[config.mk]
export PLATFORM = sky130hd
export DESIGN_NAME = wall_phase_ctrl
export DESIGN_NICKNAME = d
export VERILOG_FILES = /design/src/rtl/wall_phase_ctrl.sv
export SDC_FILE = /design/constraint.sdc
export NUM_CORES = 1
export LEC_CHECK = 0
export CORE_MARGIN = 2
export CORE_UTILIZATION = 54
export CTS_CLUSTER_SIZE = 16
export DETAILED_ROUTE_END_ITERATION = 8
export GPL_ROUTABILITY_DRIVEN = 1
export GPL_TIMING_DRIVEN = 0
export PLACE_DENSITY = 0.86
export REMOVE_ABC_BUFFERS = 1
export SYNTH_ARGS = -nofsm -noshare
export SYNTH_HDL_FRONTEND = slang
export SYNTH_SLANG_ARGS = --single-unit
[constraint.sdc]
create_clock -name Clk -period 4.3 [get_ports Clk]
set_input_delay 1.29 -clock Clk [delete_from_list [all_inputs] [get_ports Clk]]
set_output_delay 1.29 -clock Clk [all_outputs]
set_load 0.005 [all_outputs]
[src/rtl/wall_phase_ctrl.sv]
// Wall-phase powerup sequencer: stores charges, runs ACTIVE/GRACE/COOLDOWN
// frame timers and drives the collision-disable flag into the maze checker.
module wall_phase_ctrl #(
    parameter int DURATION_FRAMES = 180,
    parameter int GRACE_FRAMES    = 60,
    parameter int COOLDOWN_FRAMES = 120,
    parameter int MAX_CHARGES     = 3
) (
    input  logic       Clk,
    input  logic       Reset,
    input  logic       frame_tick,
    input  logic       pickup,
    input  logic       activate,
    input  logic       in_wall,
    output logic       wallPhase_active,
    output logic       respawn_req,
    output logic [1:0] charges,
    output logic [7:0] frames_left,
    output logic [1:0] phase_state
);

    typedef enum logic [1:0] {
        S_IDLE     = 2'b00,
        S_ACTIVE   = 2'b01,
        S_GRACE    = 2'b10,
        S_COOLDOWN = 2'b11
    } state_t;

    localparam logic [7:0] DUR_LOAD  = 8'(DURATION_FRAMES);
    localparam logic [7:0] GRC_LOAD  = 8'(GRACE_FRAMES);
    localparam logic [7:0] CD_LOAD   = 8'(COOLDOWN_FRAMES);
    localparam logic [2:0] MAX_CHG   = 3'(MAX_CHARGES);

    state_t     r_state;
    logic [7:0] r_timer;
    logic [1:0] r_charges;
    logic       r_active;
    logic       r_respawn;

    logic       w_accept;
    logic       w_last_tick;
    logic [2:0] w_charge_sum;
    logic [1:0] w_charges_next;

    // An activate only counts in IDLE with a charge already stored; a pickup
    // on the same edge cannot fund it.
    assign w_accept       = (r_state == S_IDLE) && activate && (r_charges != 2'd0);
    assign w_last_tick    = frame_tick && (r_timer == 8'd1);
    assign w_charge_sum   = {1'b0, r_charges} + {2'b00, pickup} - {2'b00, w_accept};
    assign w_charges_next = (w_charge_sum > MAX_CHG) ? MAX_CHG[1:0] : w_charge_sum[1:0];

    always_ff @(posedge Clk) begin
        if (Reset) begin
            r_state   <= S_IDLE;
            r_timer   <= 8'd0;
            r_charges <= 2'd0;
            r_active  <= 1'b0;
            r_respawn <= 1'b0;
        end else begin
            r_charges <= w_charges_next;
            r_respawn <= 1'b0;
            unique case (r_state)
                S_IDLE: begin
                    if (w_accept) begin
                        r_state  <= S_ACTIVE;
                        r_timer  <= DUR_LOAD;
                        r_active <= 1'b1;
                    end
                end
                S_ACTIVE: begin
                    if (w_last_tick) begin
                        if (in_wall) begin
                            r_state <= S_GRACE;
                            r_timer <= GRC_LOAD;
                        end else begin
                            r_state  <= S_COOLDOWN;
                            r_timer  <= CD_LOAD;
                            r_active <= 1'b0;
                        end
                    end else if (frame_tick) begin
                        r_timer <= r_timer - 8'd1;
                    end
                end
                S_GRACE: begin
                    // Leaving the wall ends grace immediately, even on a tick.
                    if (!in_wall) begin
                        r_state  <= S_COOLDOWN;
                        r_timer  <= CD_LOAD;
                        r_active <= 1'b0;
                    end else if (w_last_tick) begin
                        r_state   <= S_COOLDOWN;
                        r_timer   <= CD_LOAD;
                        r_active  <= 1'b0;
                        r_respawn <= 1'b1;
                    end else if (frame_tick) begin
                        r_timer <= r_timer - 8'd1;
                    end
                end
                S_COOLDOWN: begin
                    if (w_last_tick) begin
                        r_state <= S_IDLE;
                        r_timer <= 8'd0;
                    end else if (frame_tick) begin
                        r_timer <= r_timer - 8'd1;
                    end
                end
                default: begin
                    r_state <= S_IDLE;
                    r_timer <= 8'd0;
                end
            endcase
        end
    end

    assign wallPhase_active = r_active;
    assign respawn_req      = r_respawn;
    assign charges          = r_charges;
    assign frames_left      = r_timer;
    assign phase_state      = r_state;

endmodule

==> flow_summary.json <==
{
  "synth_top_family_by_area": "compound AO/OA/AOI/OAI gates",
  "area_growth_pct": 23.6,
  "io-pin-count": 20,
  "synthFlopType": "dfxtp_1",
  "yosysWarnings": 0,
  "root_buffer": "clkbuf_4",
  "hpwl_mm": 1.78,
  "cts_buffer_depth": 2,
  "cts-resized-gates": 0,
  "core_area_um2": 1750,
  "routed_wl_mm": 2.40,
  "vias": 962,
  "placed_cell_area_um2": 1210,
  "outcome": "complete, no violations",
  "cp.required_ns": 4.48,
  "synth_xor_area_share_pct": 4.33,
  "ant_nets": 0,
  "synth-compound-area-share_pct": 25.2,
  "clk_latency_ns": 0.29,
  "fin_area_um2": 1250,
  "hold_viol": 0,
  "post-route-util_pct": 71.6,
  "grt_max_degree": 16,
  "setup_viol_count_final": 0,
  "fin_crit_ns": 3.12,
  "netlist_area_um2": 1010,
  "critPathLaunchType": "input port",
  "antenna_found_initial": 0,
  "num_rows": 15,
  "cts_made_buffers": 3,
  "min_path_type": "flip-flop to flip-flop",
  "cts_tree": "done",
  "synth_edf_count": 0,
  "p_comb_share_pct": 63.0,
  "avgSynthCellArea_um2": 8.64,
  "grt_use_total_pct": 24.3,
  "p_int_w": 0.000494,
  "grt_pass1_vias": 883,
  "cap_violations": 0,
  "drcViolationCount": 0,
  "max_freq_mhz": 321,
  "wire_per_inst_um": 14.8,
  "start_util_pct": 57.9,
  "path_max_fanout": 7,
  "drive_above_1_share_pct": 6.57,
  "finalMaxSlewViolations": 0,
  "max_slew_margin_pct": 62.4,
  "yosysSeqAreaShare_pct": 27.7,
  "switching_power_w": 0.000404,
  "power.leakage_nw": 0.496,
  "cts_setup_buffers": 0,
  "synth-simple-area-share_pct": 18.9,
  "p_clk_share_pct": 11.0,
  "yosysTopAreaCellShare_pct": 27.7,
  "swShare_pct": 45.0,
  "period_share_pct": 72.5,
  "ys_seq_elements": 14,
  "synthTopCellsByArea": "dfxtp_1, ha_1, inv_1, a21oi_1, nand2_1",
  "worstSetupPathType": "input port to flip-flop",
  "diodes": 0,
  "synthArstFlopShare_pct": 0,
  "end_kind": "flip-flop",
  "arrival_ns": 3.30,
  "worst_slew_pin_slew_ns": 0.562,
  "fin_nets": 155,
  "gp_congestion": 0.864,
  "ys_types": 43,
  "clkSinkCount": 14,
  "synthCells": 117,
  "pwr-share-seq_pct": 26.1,
  "path_clk_slew_ns": 0.09,
  "h-tree-depth": 1,
  "initialDrtViolationCount": 48,
  "rsz0062_at_grt": "false",
  "overflow": 0,
  "die_w_um": 47.3,
  "drtPass1Iterations": 4,
  "tns_ns": 0,
  "yosys.area_share.adder_pct": 14.4,
  "die_h_um": 47.3,
  "vias_per_cell": 5.94,
  "ir_drop_mv": 0.562,
  "clock_skew_ns": 0.00558,
  "yosysTopAreaCell": "dfxtp_1",
  "grt_pass1_wl_mm": 3.86,
  "holdBufCountCts": 0,
  "synthMuxAreaShare_pct": 3.09,
  "p_per_area_nw_per_um2": 718,
  "whs_ns": 0.507,
  "dieArea_um2": 2230,
  "place.port_buffers": 19
}
## critical path, cell delays in order
cell and delay (ns):
clkdlybuf4s50_1 0.58, nor4b_1 0.39, nand2b_1 0.17, o41ai_1 0.42, a22oi_1 0.16, o41ai_1 0.29
## worst paths after layout
| check | startpoint | endpoint | slack [ns] | depth (start not counted) |
|---|---|---|---|---|
| worst max-delay path | frame_tick | frames_left[6]$_SDFFE_PP0N_ | 1.18 | 6 |
| worst min register to register | wallPhase_active$_SDFFE_PP0P_ | wallPhase_active$_SDFFE_PP0P_ | 0.51 | 2 |
| worst max register to register | phase_state[1]$_SDFFE_PP0P_ | charges[1]$_SDFF_PP0_ | 2.06 | 11 |
| worst min-delay path | wallPhase_active$_SDFFE_PP0P_ | wallPhase_active$_SDFFE_PP0P_ | 0.51 | 2 |
## area by class of cell
class,instances,area (um^2)
Fill cell,156,495
Multi-Input combinational cell,88,667
Timing Repair Buffer,19,190
Tap cell,25,31.3
Sequential cell,14,280
Clock buffer,4,36.3
Inverter,12,45.0
## stage by stage
| step | total power (W) | worst slack, ns | std cells |
|---|---|---|---|
| after CTS | 0.000900 | 1.20 | 162 |
| after floorplan | 0.000611 | 1.61 | 114 |
| final | 0.000898 | 1.18 | 162 |
| after global routing | 0.000971 | 1.08 | 162 |
| after global placement | 0.000775 | 1.06 | 158 |
| after detailed placement | 0.000798 | 0.922 | 158 |
## power by group through the flow
stage	combinational, W	clock (W)	sequential (W)
finish	0.000566	0.0000983	0.000234
global route	0.000621	0.000107	0.000243
CTS	0.000565	0.0000999	0.000235
detailed placement	0.000560	0	0.000237
global placement	0.000542	0	0.000233
floorplan	0.000381	0	0.000230
## cell usage after synthesis (2+ instances only)
master    count
dfxtp_1      14
inv_1        12
ha_1         10
nand2_1       9
a21oi_1       8
nor2_1        7
nor3_1        4
o21ai_0       4
a31oi_1       3
o211ai_1      3
xor2_1        3
a22oi_1       2
a311oi_1      2
clkbuf_1      2
mux2i_1       2
nand2b_1      2
nor4b_1       2
o41ai_1       2
xnor2_1       2
## cells by family after synthesis
family,Yosys count
compound gates,35
simple gates,34
buf+inv,15
flops,14
fa+ha+maj,11
xor+xnor,5
mux,3
## per-layer routing
metal	up-vias	GRT usage, %	wire, um
li1	465	-	-
met2	54	39.7	1160
met4	0	8.89	57
met5	-	0	0
met3	11	3.46	189
met1	432	32.3	984
## flip-flops by register name, summed over array words and instances, names as in the netlist
signal	flops
frames_left	8
charges	2
phase_state	2
respawn_req	1
wallPhase_active	1
## cell usage in the layout, fill, tap and decap left out, types with 2 or more instances in the layout
master / Yosys / layout
nor4b_1: 2 / 2
o21ai_0: 4 / 4
a21oi_1: 8 / 8
dfxtp_1: 14 / 14
ha_1: 10 / 10
nand2_1: 9 / 9
nor3_1: 4 / 4
a311oi_1: 2 / 2
inv_1: 12 / 12
clkbuf_4: 0 / 3
xor2_1: 3 / 3
clkdlybuf4s50_1: 0 / 19
mux2i_1: 2 / 2
a31oi_1: 3 / 3
nor2_1: 7 / 7
nand2b_1: 2 / 2
a22oi_1: 2 / 2
o211ai_1: 3 / 3
o41ai_1: 2 / 2
xnor2_1: 2 / 2
Note: power is estimated with default switching activity, not from simulation.
